### src/rtl/ahb_psram_controller_pkg.sv
// Shared constants and FSM encoding for the AHB-to-QSPI PSRAM controller.
package ahb_psram_controller_pkg;

  localparam logic [7:0]  CmdWrite    = 8'h38;
  localparam logic [7:0]  CmdRead     = 8'hEB;
  localparam int unsigned CmdBits     = 8;
  localparam int unsigned AddrNibbles = 6;
  localparam int unsigned WaitCycles  = 6;

  typedef enum logic [2:0] {
    StIdle,
    StCmd,
    StAddr,
    StWait,
    StData,
    StDone
  } psram_state_e;

  function automatic logic [2:0] size_to_bytes(input logic [2:0] hsize);
    case (hsize)
      3'd0:    return 3'd1;
      3'd1:    return 3'd2;
      default: return 3'd4;
    endcase
  endfunction

endpackage

### src/rtl/psram_qspi_engine.sv
// QSPI serializer/FSM: command on dio[0], address and data as nibbles, start/done handshake.
module psram_qspi_engine
  import ahb_psram_controller_pkg::*;
(
  input  logic        clk,
  input  logic        rst,
  input  logic        start,
  input  logic        write,
  input  logic [23:0] addr,
  input  logic [2:0]  nbytes,
  input  logic [31:0] wdata,
  output logic [31:0] rdata,
  output logic        done,
  output logic        sck,
  output logic        ce_n,
  input  logic [3:0]  din,
  output logic [3:0]  dout,
  output logic [3:0]  douten
);

  psram_state_e state_q;
  logic         sck_q, ce_n_q, done_q, wr_q;
  logic [3:0]   dout_q, douten_q, cnt_q, data_last;
  logic [2:0]   nb_q;
  logic [31:0]  sr_q, rd_q;

  assign data_last = {nb_q, 1'b0} - 4'd1;

  // sr_q holds the bits still to be sent; the current bit/nibble is already in dout_q.
  always_ff @(posedge clk) begin
    if (rst) begin
      state_q  <= StIdle;
      sck_q    <= 1'b0;
      ce_n_q   <= 1'b1;
      done_q   <= 1'b0;
      wr_q     <= 1'b0;
      dout_q   <= '0;
      douten_q <= '0;
      cnt_q    <= '0;
      nb_q     <= '0;
      sr_q     <= '0;
      rd_q     <= '0;
    end else begin
      done_q <= 1'b0;
      case (state_q)
        StIdle: begin
          if (start) begin
            state_q  <= StCmd;
            ce_n_q   <= 1'b0;
            sck_q    <= 1'b0;
            douten_q <= 4'hF;
            dout_q   <= {3'b000, write ? CmdWrite[7] : CmdRead[7]};
            sr_q     <= write ? {CmdWrite[6:0], addr, 1'b0} : {CmdRead[6:0], addr, 1'b0};
            cnt_q    <= '0;
            wr_q     <= write;
            nb_q     <= nbytes;
            rd_q     <= '0;
          end
        end
        StDone: state_q <= StIdle;
        default: begin
          if (!sck_q) begin
            sck_q <= 1'b1;
            if (state_q == StData && !wr_q) rd_q <= {rd_q[27:0], din};
          end else begin
            sck_q <= 1'b0;
            cnt_q <= cnt_q + 4'd1;
            case (state_q)
              StCmd: begin
                if (cnt_q == 4'(CmdBits - 1)) begin
                  state_q <= StAddr;
                  cnt_q   <= '0;
                  dout_q  <= sr_q[31:28];
                  sr_q    <= sr_q << 4;
                end else begin
                  dout_q <= {3'b000, sr_q[31]};
                  sr_q   <= sr_q << 1;
                end
              end
              StAddr: begin
                if (cnt_q == 4'(AddrNibbles - 1)) begin
                  cnt_q <= '0;
                  if (wr_q) begin
                    state_q <= StData;
                    dout_q  <= wdata[31:28];
                    sr_q    <= wdata << 4;
                  end else begin
                    state_q  <= StWait;
                    dout_q   <= '0;
                    douten_q <= '0;
                  end
                end else begin
                  dout_q <= sr_q[31:28];
                  sr_q   <= sr_q << 4;
                end
              end
              StWait: begin
                if (cnt_q == 4'(WaitCycles - 1)) begin
                  state_q <= StData;
                  cnt_q   <= '0;
                end
              end
              StData: begin
                if (cnt_q == data_last) begin
                  state_q  <= StDone;
                  ce_n_q   <= 1'b1;
                  dout_q   <= '0;
                  douten_q <= '0;
                  done_q   <= 1'b1;
                end else if (wr_q) begin
                  dout_q <= sr_q[31:28];
                  sr_q   <= sr_q << 4;
                end
              end
              default: ;
            endcase
          end
        end
      endcase
    end
  end

  assign rdata  = rd_q;
  assign done   = done_q;
  assign sck    = sck_q;
  assign ce_n   = ce_n_q;
  assign dout   = dout_q;
  assign douten = douten_q;

endmodule

### src/rtl/ahb_psram_controller.sv
// AHB-Lite slave front end for a QSPI PSRAM: address-phase latch, byte lanes, wait states.
module ahb_psram_controller
  import ahb_psram_controller_pkg::*;
(
  input  logic        HCLK,
  input  logic        HRESET,
  input  logic        HSEL,
  input  logic [31:0] HADDR,
  input  logic [1:0]  HTRANS,
  input  logic        HWRITE,
  input  logic [2:0]  HSIZE,
  input  logic [31:0] HWDATA,
  input  logic        HREADY,
  output logic        HREADYOUT,
  output logic [31:0] HRDATA,
  output logic        sck,
  output logic        ce_n,
  input  logic [3:0]  din,
  output logic [3:0]  dout,
  output logic [3:0]  douten
);

  logic        hreadyout_q, write_q, pend_q, start_q, accept, eng_done;
  logic [23:0] addr_q;
  logic [2:0]  size_q, nbytes;
  logic [31:0] wdata_q, hrdata_q, wstream, rd_raw, rd_lanes;
  logic [1:0]  lane;
  logic        unused_bits;

  assign unused_bits = ^{HADDR[31:24], HTRANS[0]};
  assign accept      = HSEL & HTRANS[1] & HREADY & hreadyout_q;
  assign nbytes      = size_to_bytes(size_q);

  // Byte i of a transfer lives in lane (addr+i) mod 4; the stream is sent first byte first.
  always_comb begin
    wstream  = '0;
    rd_lanes = '0;
    lane     = '0;
    for (int i = 0; i < 4; i++) begin
      lane = addr_q[1:0] + i[1:0];
      wstream[8*(3-i) +: 8] = wdata_q[8*lane +: 8];
      if (i < int'(nbytes)) rd_lanes[8*lane +: 8] = rd_raw[8*(int'(nbytes)-1-i) +: 8];
    end
  end

  always_ff @(posedge HCLK) begin
    if (HRESET) begin
      hreadyout_q <= 1'b1;
      hrdata_q    <= '0;
      addr_q      <= '0;
      write_q     <= 1'b0;
      size_q      <= '0;
      wdata_q     <= '0;
      pend_q      <= 1'b0;
      start_q     <= 1'b0;
    end else begin
      start_q <= 1'b0;
      if (accept) begin
        addr_q      <= HADDR[23:0];
        write_q     <= HWRITE;
        size_q      <= HSIZE;
        hreadyout_q <= 1'b0;
        pend_q      <= 1'b1;
      end
      if (pend_q) begin
        wdata_q <= HWDATA;
        start_q <= 1'b1;
        pend_q  <= 1'b0;
      end
      if (eng_done) begin
        hreadyout_q <= 1'b1;
        if (!write_q) hrdata_q <= rd_lanes;
      end
    end
  end

  psram_qspi_engine u_engine (
    .clk    (HCLK),
    .rst    (HRESET),
    .start  (start_q),
    .write  (write_q),
    .addr   (addr_q),
    .nbytes (nbytes),
    .wdata  (wstream),
    .rdata  (rd_raw),
    .done   (eng_done),
    .sck    (sck),
    .ce_n   (ce_n),
    .din    (din),
    .dout   (dout),
    .douten (douten)
  );

  assign HREADYOUT = hreadyout_q;
  assign HRDATA    = hrdata_q;

endmodule

### config.mk
export PLATFORM = sky130hd
export DESIGN_NAME = ahb_psram_controller
export DESIGN_NICKNAME = d
export VERILOG_FILES = /design/src/rtl/ahb_psram_controller_pkg.sv /design/src/rtl/psram_qspi_engine.sv /design/src/rtl/ahb_psram_controller.sv
export SDC_FILE = /design/constraint.sdc
export NUM_CORES = 1
export LEC_CHECK = 0
export ABC_AREA = 1
export CAP_MARGIN = 30
export CORE_UTILIZATION = 55
export CTS_BUF_LIST = sky130_fd_sc_hd__clkbuf_2
export DETAILED_ROUTE_END_ITERATION = 16
export PLACE_DENSITY = 0.79
export SLEW_MARGIN = 20
export SYNTH_ARGS = -nofsm -noshare
export SYNTH_HDL_FRONTEND = slang
export SYNTH_SLANG_ARGS = --single-unit
### constraint.sdc
create_clock -name HCLK -period 6.46 [get_ports HCLK]
set_input_delay 0.646 -clock HCLK [delete_from_list [all_inputs] [get_ports HCLK]]
set_output_delay 0.646 -clock HCLK [all_outputs]
set_load 0.05 [all_outputs]
==> summary.md <==
| Metric | Value |
|---|---|
| Status | `complete, no violations` |
| Mapped Cells | `1585` |
| IO Count | `121` |
| Postcts setup bufs | `0` |
| Final net count | `1718` |
| Final ANT Viol Nets | `0` |
| All-layer global routing usage | `33.00%` |
| Fraction of layout cells with a size suffix above 1 | `4.504%` |
| Register-to-Register Path Depth | `11` |
| Peak fanout along the critical path | `22` |
| Syn Nets | `between 1.5k and 2k` |
| Fill cells | `1715` |
| Detailed-route DRC error count | `0` |
| Worst vdd ir | `between 300 and 400 µV` |
| Via count | `~11k` |
| Remaining global-route overflow | `0` |
| Critical path data required time | `7170 ps` |
| Clock tree from TritonCTS | `yes` |
| Violation count after the first detailed-route iteration | `between 1k and 1.5k` |
| WL/cell | `16.26 µm` |
| Die Ht | `136.8 µm` |
| Endpoints failing setup | `0` |
| Vias in the first global route | `9096` |
| Fin crit period | `4483 ps` |
| Drt pass-1 iters | `8` |
| IO buf count | `111` |
| Hold Path Class | `in -> reg` |
| Worst r2r src | `addr_q[1]$_SDFFE_PP0P_` |
| Final hold violations | `0` |
| Worst Setup End Kind | `flip-flop` |
| Max-slew violation count | `0` |
| Syn avg cell area | `roughly 6.3 µm²` |
| Inserted Clock Buffers | `17` |
| Worst-Skew Late Latency | `800 ps` |
| Largest net degree at the start of global routing | `81` |
| Leakage power | `4.525 nW` |
| CTS root buf | `clkbuf_2` |
| Slew headroom | `32.37%` |
| Fin crit share | `69.39%` |
| Synth unique cells | `37` |
| Critical path class | `reg -> reg` |
| Core area | `0.01754 mm²` |
| Chip width | `136.8 µm` |
| Reg-to-reg endpoint | `HRDATA[27]$_SDFFE_PP0P_` |
| Setup crit end | `HRDATA[27]$_SDFFE_PP0P_` |
| Clock Sinks | `between 150 and 200` |
| Most common cell after layout, fill and taps aside | `nand2_1` |
| Yosys warns | `1` |
| Clk_skew | `43.22 ps` |
| Cts repair resizes | `0` |
| First-pass GRT wire length | `~48 mm` |
| Die ar. | `0.01872 mm²` |
| Fin Hold WS | `349.4 ps` |
| GP Congestion | `0.9252` |
| Row count | `between 40 and 50` |
| Pwr dens | `324.8 mW/mm²` |
| Crit path arrival time | `slightly above 5000 ps` |
| CP startpoint | `addr_q[1]$_SDFFE_PP0P_` |
| Initial Util | `a little under three fifths` |
| Clock transition at the registers of the reported paths | `between 200 and 300 ps` |
| CTS Hold Bufs | `0` |
| Initial antenna violation count | `1` |
| Maxcap violations | `0` |
| Critical Path Source Type | `flip-flop` |
| Setup TNS | `0 ps` |
| Clock tree buffer depth | `2` |
| Area delta synth->final | `13.18%` |
| H-Tree Level Count | `4` |
| Slew @ Worst Pin | `1007 ps` |
| F_max | `around 220 MHz` |
| Post-DP HPWL | `around 22 mm` |
| RSZ-0062 raised after global routing | `no` |
| Register area share after synthesis | `35.45%` |
| Reg2Reg Setup Slack | `slightly below 2000 ps` |
| Drt total wl | `between 30 and 40 mm` |
| Most frequent cells in the layout | `377 x nand2_1, 193 x nor2_1, 188 x nand3_1, 177 x dfxtp_1, 175 x o21ai_0` |
| Synth Register Bits | `177` |
| Via density | `5.737` |
| Synth Cell Area | `0.009995 mm²` |
## kinds of logic after synthesis
kind of cell | count (synthesis) | synth area share, %
simple gates | 786 | 32.82
compound gates | 382 | 21.09
buf+inv | 229 | 9.289
flops | 177 | 35.45
fa+ha+maj | 10 | 1.252
xor+xnor | 1 | 0.08765
## per-layer routing
metal / global-route usage, % / share of wire (%) / wire [µm]
met1: 50.63 / 47 / 14280
met2: 45.74 / 40 / 12270
met3: 6.778 / 11 / 3322
met4: 9.219 / 1.7 / 522
met5: 0 / 0 / 0
## worst min path at each step
stage	startpoint	to	slack, ps	cells after the start
2_1_floorplan	u_engine.done$_SDFF_PP0_	HREADYOUT$_SDFFE_PP1P_	410	2
5_1_grt	HWDATA[3]	wdata_q[3]$_SDFFE_PP0P_	340	3
4_1_cts	HWDATA[29]	wdata_q[29]$_SDFFE_PP0P_	320	3
3_3_place_gp	u_engine.nb_q[1]$_SDFFE_PP0P_	u_engine.nb_q[1]$_SDFFE_PP0P_	450	2
3_5_place_dp	u_engine.rdata[31]$_SDFFE_PP0P_	u_engine.rdata[31]$_SDFFE_PP0P_	460	2
6_report	HWDATA[29]	wdata_q[29]$_SDFFE_PP0P_	350	3
## critical path: stages (launching register included)
cell,delay [ps]
dfxtp_1,800
clkinv_1,720
ha_1,910
clkinv_1,560
nand2_1,230
clkinv_1,270
nand2_1,360
a21oi_1,220
nand2_1,130
nand3_1,70
nand2_1,100
a21oi_1,60
## final cells by class
type | count | area, µm² | area share (%)
Timing Repair Buffer | 122 | 1221 | 10.80
Inverter | 133 | 499.2 | 4.413
Multi-Input combinational cell | 1179 | 5528 | 48.87
Clock buffer | 17 | 85.08 | 0.7521
Tap cell | 225 | 281.5 | 2.489
Sequential cell | 177 | 3543 | 31.32
Antenna cell | 2 | 5.005 | 0.04424
Clock inverter | 15 | 148.9 | 1.316
## sequential cells by signal, summed over array words and instances (netlist names), 3 cells and up
name and flops:
u_engine.dout 4, u_engine.nb_q 3, u_engine.rdata 32, u_engine.state_q 3
u_engine.sr_q 31, wdata_q 32, addr_q 24, size_q 3
HRDATA 32, u_engine.cnt_q 4
## synth_stat cells
master | number | area (µm²)
o21bai_1 | 9 | 67.56
inv_1 | 118 | 442.9
a21oi_1 | 121 | 605.6
a32o_1 | 1 | 10.01
nor2_2 | 4 | 25.02
xor2_1 | 1 | 8.760
o211ai_1 | 13 | 97.59
a22oi_1 | 1 | 7.510
buf_2 | 16 | 80.08
nor2_4 | 4 | 45.04
buf_4 | 7 | 52.55
nand3_1 | 188 | 940.9
nand4_1 | 4 | 25.02
o21ai_0 | 175 | 875.8
nand2_1 | 377 | 1415
a211oi_1 | 27 | 202.7
nor4_1 | 1 | 6.260
a31oi_1 | 8 | 50.05
nand2_4 | 1 | 11.26
a221oi_1 | 1 | 8.760
buf_6 | 3 | 33.78
o311ai_0 | 8 | 70.07
o2111ai_1 | 1 | 8.760
o21ai_1 | 4 | 20.02
ha_1 | 10 | 125.1
inv_2 | 7 | 26.28
nand2_2 | 5 | 31.28
clkinv_1 | 8 | 30.03
dfxtp_1 | 177 | 3543
or2_2 | 3 | 18.77
buf_1 | 5 | 18.77
nand3_2 | 2 | 20.02
a21oi_2 | 1 | 8.760
nor3_1 | 2 | 10.01
o22ai_1 | 12 | 75.07
nor2_1 | 195 | 732.0
clkbuf_1 | 65 | 244.0
## through the flow
stage,util [%],power (mW),instances,setup slack [ps],area (µm²)
after floorplan,-,2.693,1585,3782,9995
after global placement,62.74,3.014,1831,2235,11000
after detailed placement,62.94,3.040,1834,2101,11040
after CTS,64.28,3.624,1866,2081,11270
after global routing,64.50,3.929,1870,1577,11310
final,64.50,3.675,1870,1977,11310
## report_power, final
group,internal (mW),switching (mW),leakage [nW]
Combinational,0.520,1.15,2.95
Clock,0.153,0.441,0.136
Sequential,1.25,0.157,1.44
Total,1.93,1.75,4.52
(Power assumes the default switching activity.)
==> patch (same settings) <==
`WaitCycles`: 6 -> 4.
--- a/src/rtl/ahb_psram_controller_pkg.sv
+++ b/src/rtl/ahb_psram_controller_pkg.sv
@@ -7,3 +7,3 @@
   localparam int unsigned AddrNibbles = 6;
-  localparam int unsigned WaitCycles  = 6;
+  localparam int unsigned WaitCycles  = 4;
 
Function: not settled (the Yosys comparison gave no result); the edit may change what the design does.
==> patch against the unedited design <==
Total power shrank 18%. Non-clock buffer count is the same. Design area grew 0.59%. Combinational power shrank 31%. Count of clock-buffer cells in the layout grew 1. Via count grew 1.7%. Clock power shrank 3%. Sequential cell count is the same. Hold slack lost 26 ps. Die area grew 0.63%. Routed wire length grew 0.52%. Synthesized area grew 0.64%. Worst setup slack gained 89 ps. Critical path type unchanged. Largest power group is now sequential cells.
==> patch: results <==
{
  "nNetsFinal": 1719,
  "wirelength_um": 30560,
  "yosys.area_share.adder_pct": 1.120,
  "ff2ff_path_depth": 9,
  "yosysWarnings": 1,
  "clkLatencyLatePin_ps": 830,
  "instances_no_fill": 1875,
  "ir_worst_vdd_v": 0.0001841,
  "dp_cells": 1840,
  "met2_usage_pct": 55.27,
  "min_to": "wdata_q[27]",
  "synth_area_leaders": "dfxtp_1 (35%), nand2_1 (15%), nand3_1 (14%)",
  "dr.pass1.iters": 6,
  "routed-wl-met3_um": 1473,
  "vias": 10910,
  "dpl_cell_area_mm2": 0.01110,
  "met3_usage_pct": 4.783,
  "relSlewSlack_pct": 39.44,
  "critical-path-max-stage-delay_ps": 850,
  "grtUsageMet1_pct": 41.14,
  "powerDensity_mw_per_mm2": 265.7,
  "seq-power_uw": 1300,
  "dr_wl_met2_um": 14590,
  "whs_ps": 323.6,
  "p_leak_uw": 0.004455,
  "met1_length_um": 12900,
  "fin_skew_ps": 46.19,
  "grt_pass1_wl_um": 48530,
  "power.switching_uw": 1330,
  "outcome": "finished, final reports clean",
  "drtIter0Drc": 985,
  "min-delay-start": "HWDATA[27]",
  "synth_seq_area_share_pct": 35.23,
  "cp.arrival_ps": 5140,
  "dp_hpwl_um": 21700,
  "grtUsageTotal_pct": 33.15,
  "synthXorXnorAreaFrac_pct": 0.08708,
  "grt_start_max_net_pins": 66,
  "synth-compound-area-share_pct": 17.43,
  "worst_slack_ps": 2067,
  "netlist_top_cells_count": "nand2_1 (393), nand3_1 (273), dfxtp_1 (177), o21ai_0 (169), nor2_1 (158)",
  "clk-power_uw": 577
}
patch: cell type report:
type / count / area, um2
diodes: 1 / 2.502
flip-flops and latches: 177 / 3545
clock inverters: 14 / 145.1
repair buffers: 122 / 1232
well taps: 229 / 286.5
inverters: 102 / 382.9
multi-input cells: 1212 / 5694
fillers: 1759 / 6585
clock buffers: 18 / 90.09
patch: logic make-up (layout without fill, tap and decap cells):
| family | after synthesis | count (layout) |
|---|---|---|
| AO/OA/AOI/OAI | 333 | 333 |
| XOR/XNOR | 1 | 1 |
| adder cells (fa/ha/maj) | 9 | 9 |
| buffers and inverters | 198 | 256 |
| flip-flops | 177 | 177 |
| other | 0 | 1 |
| AND/OR/NAND/NOR | 869 | 869 |
patch: worst register-to-register path, stage by stage, from the launching register on:
cell,delay (ps)
dfxtp_1,840
clkinv_1,730
ha_1,850
inv_2,450
nand3_2,310
a21oi_1,640
nand3_1,140
nand3_1,110
nand3_1,130
a21oi_1,170
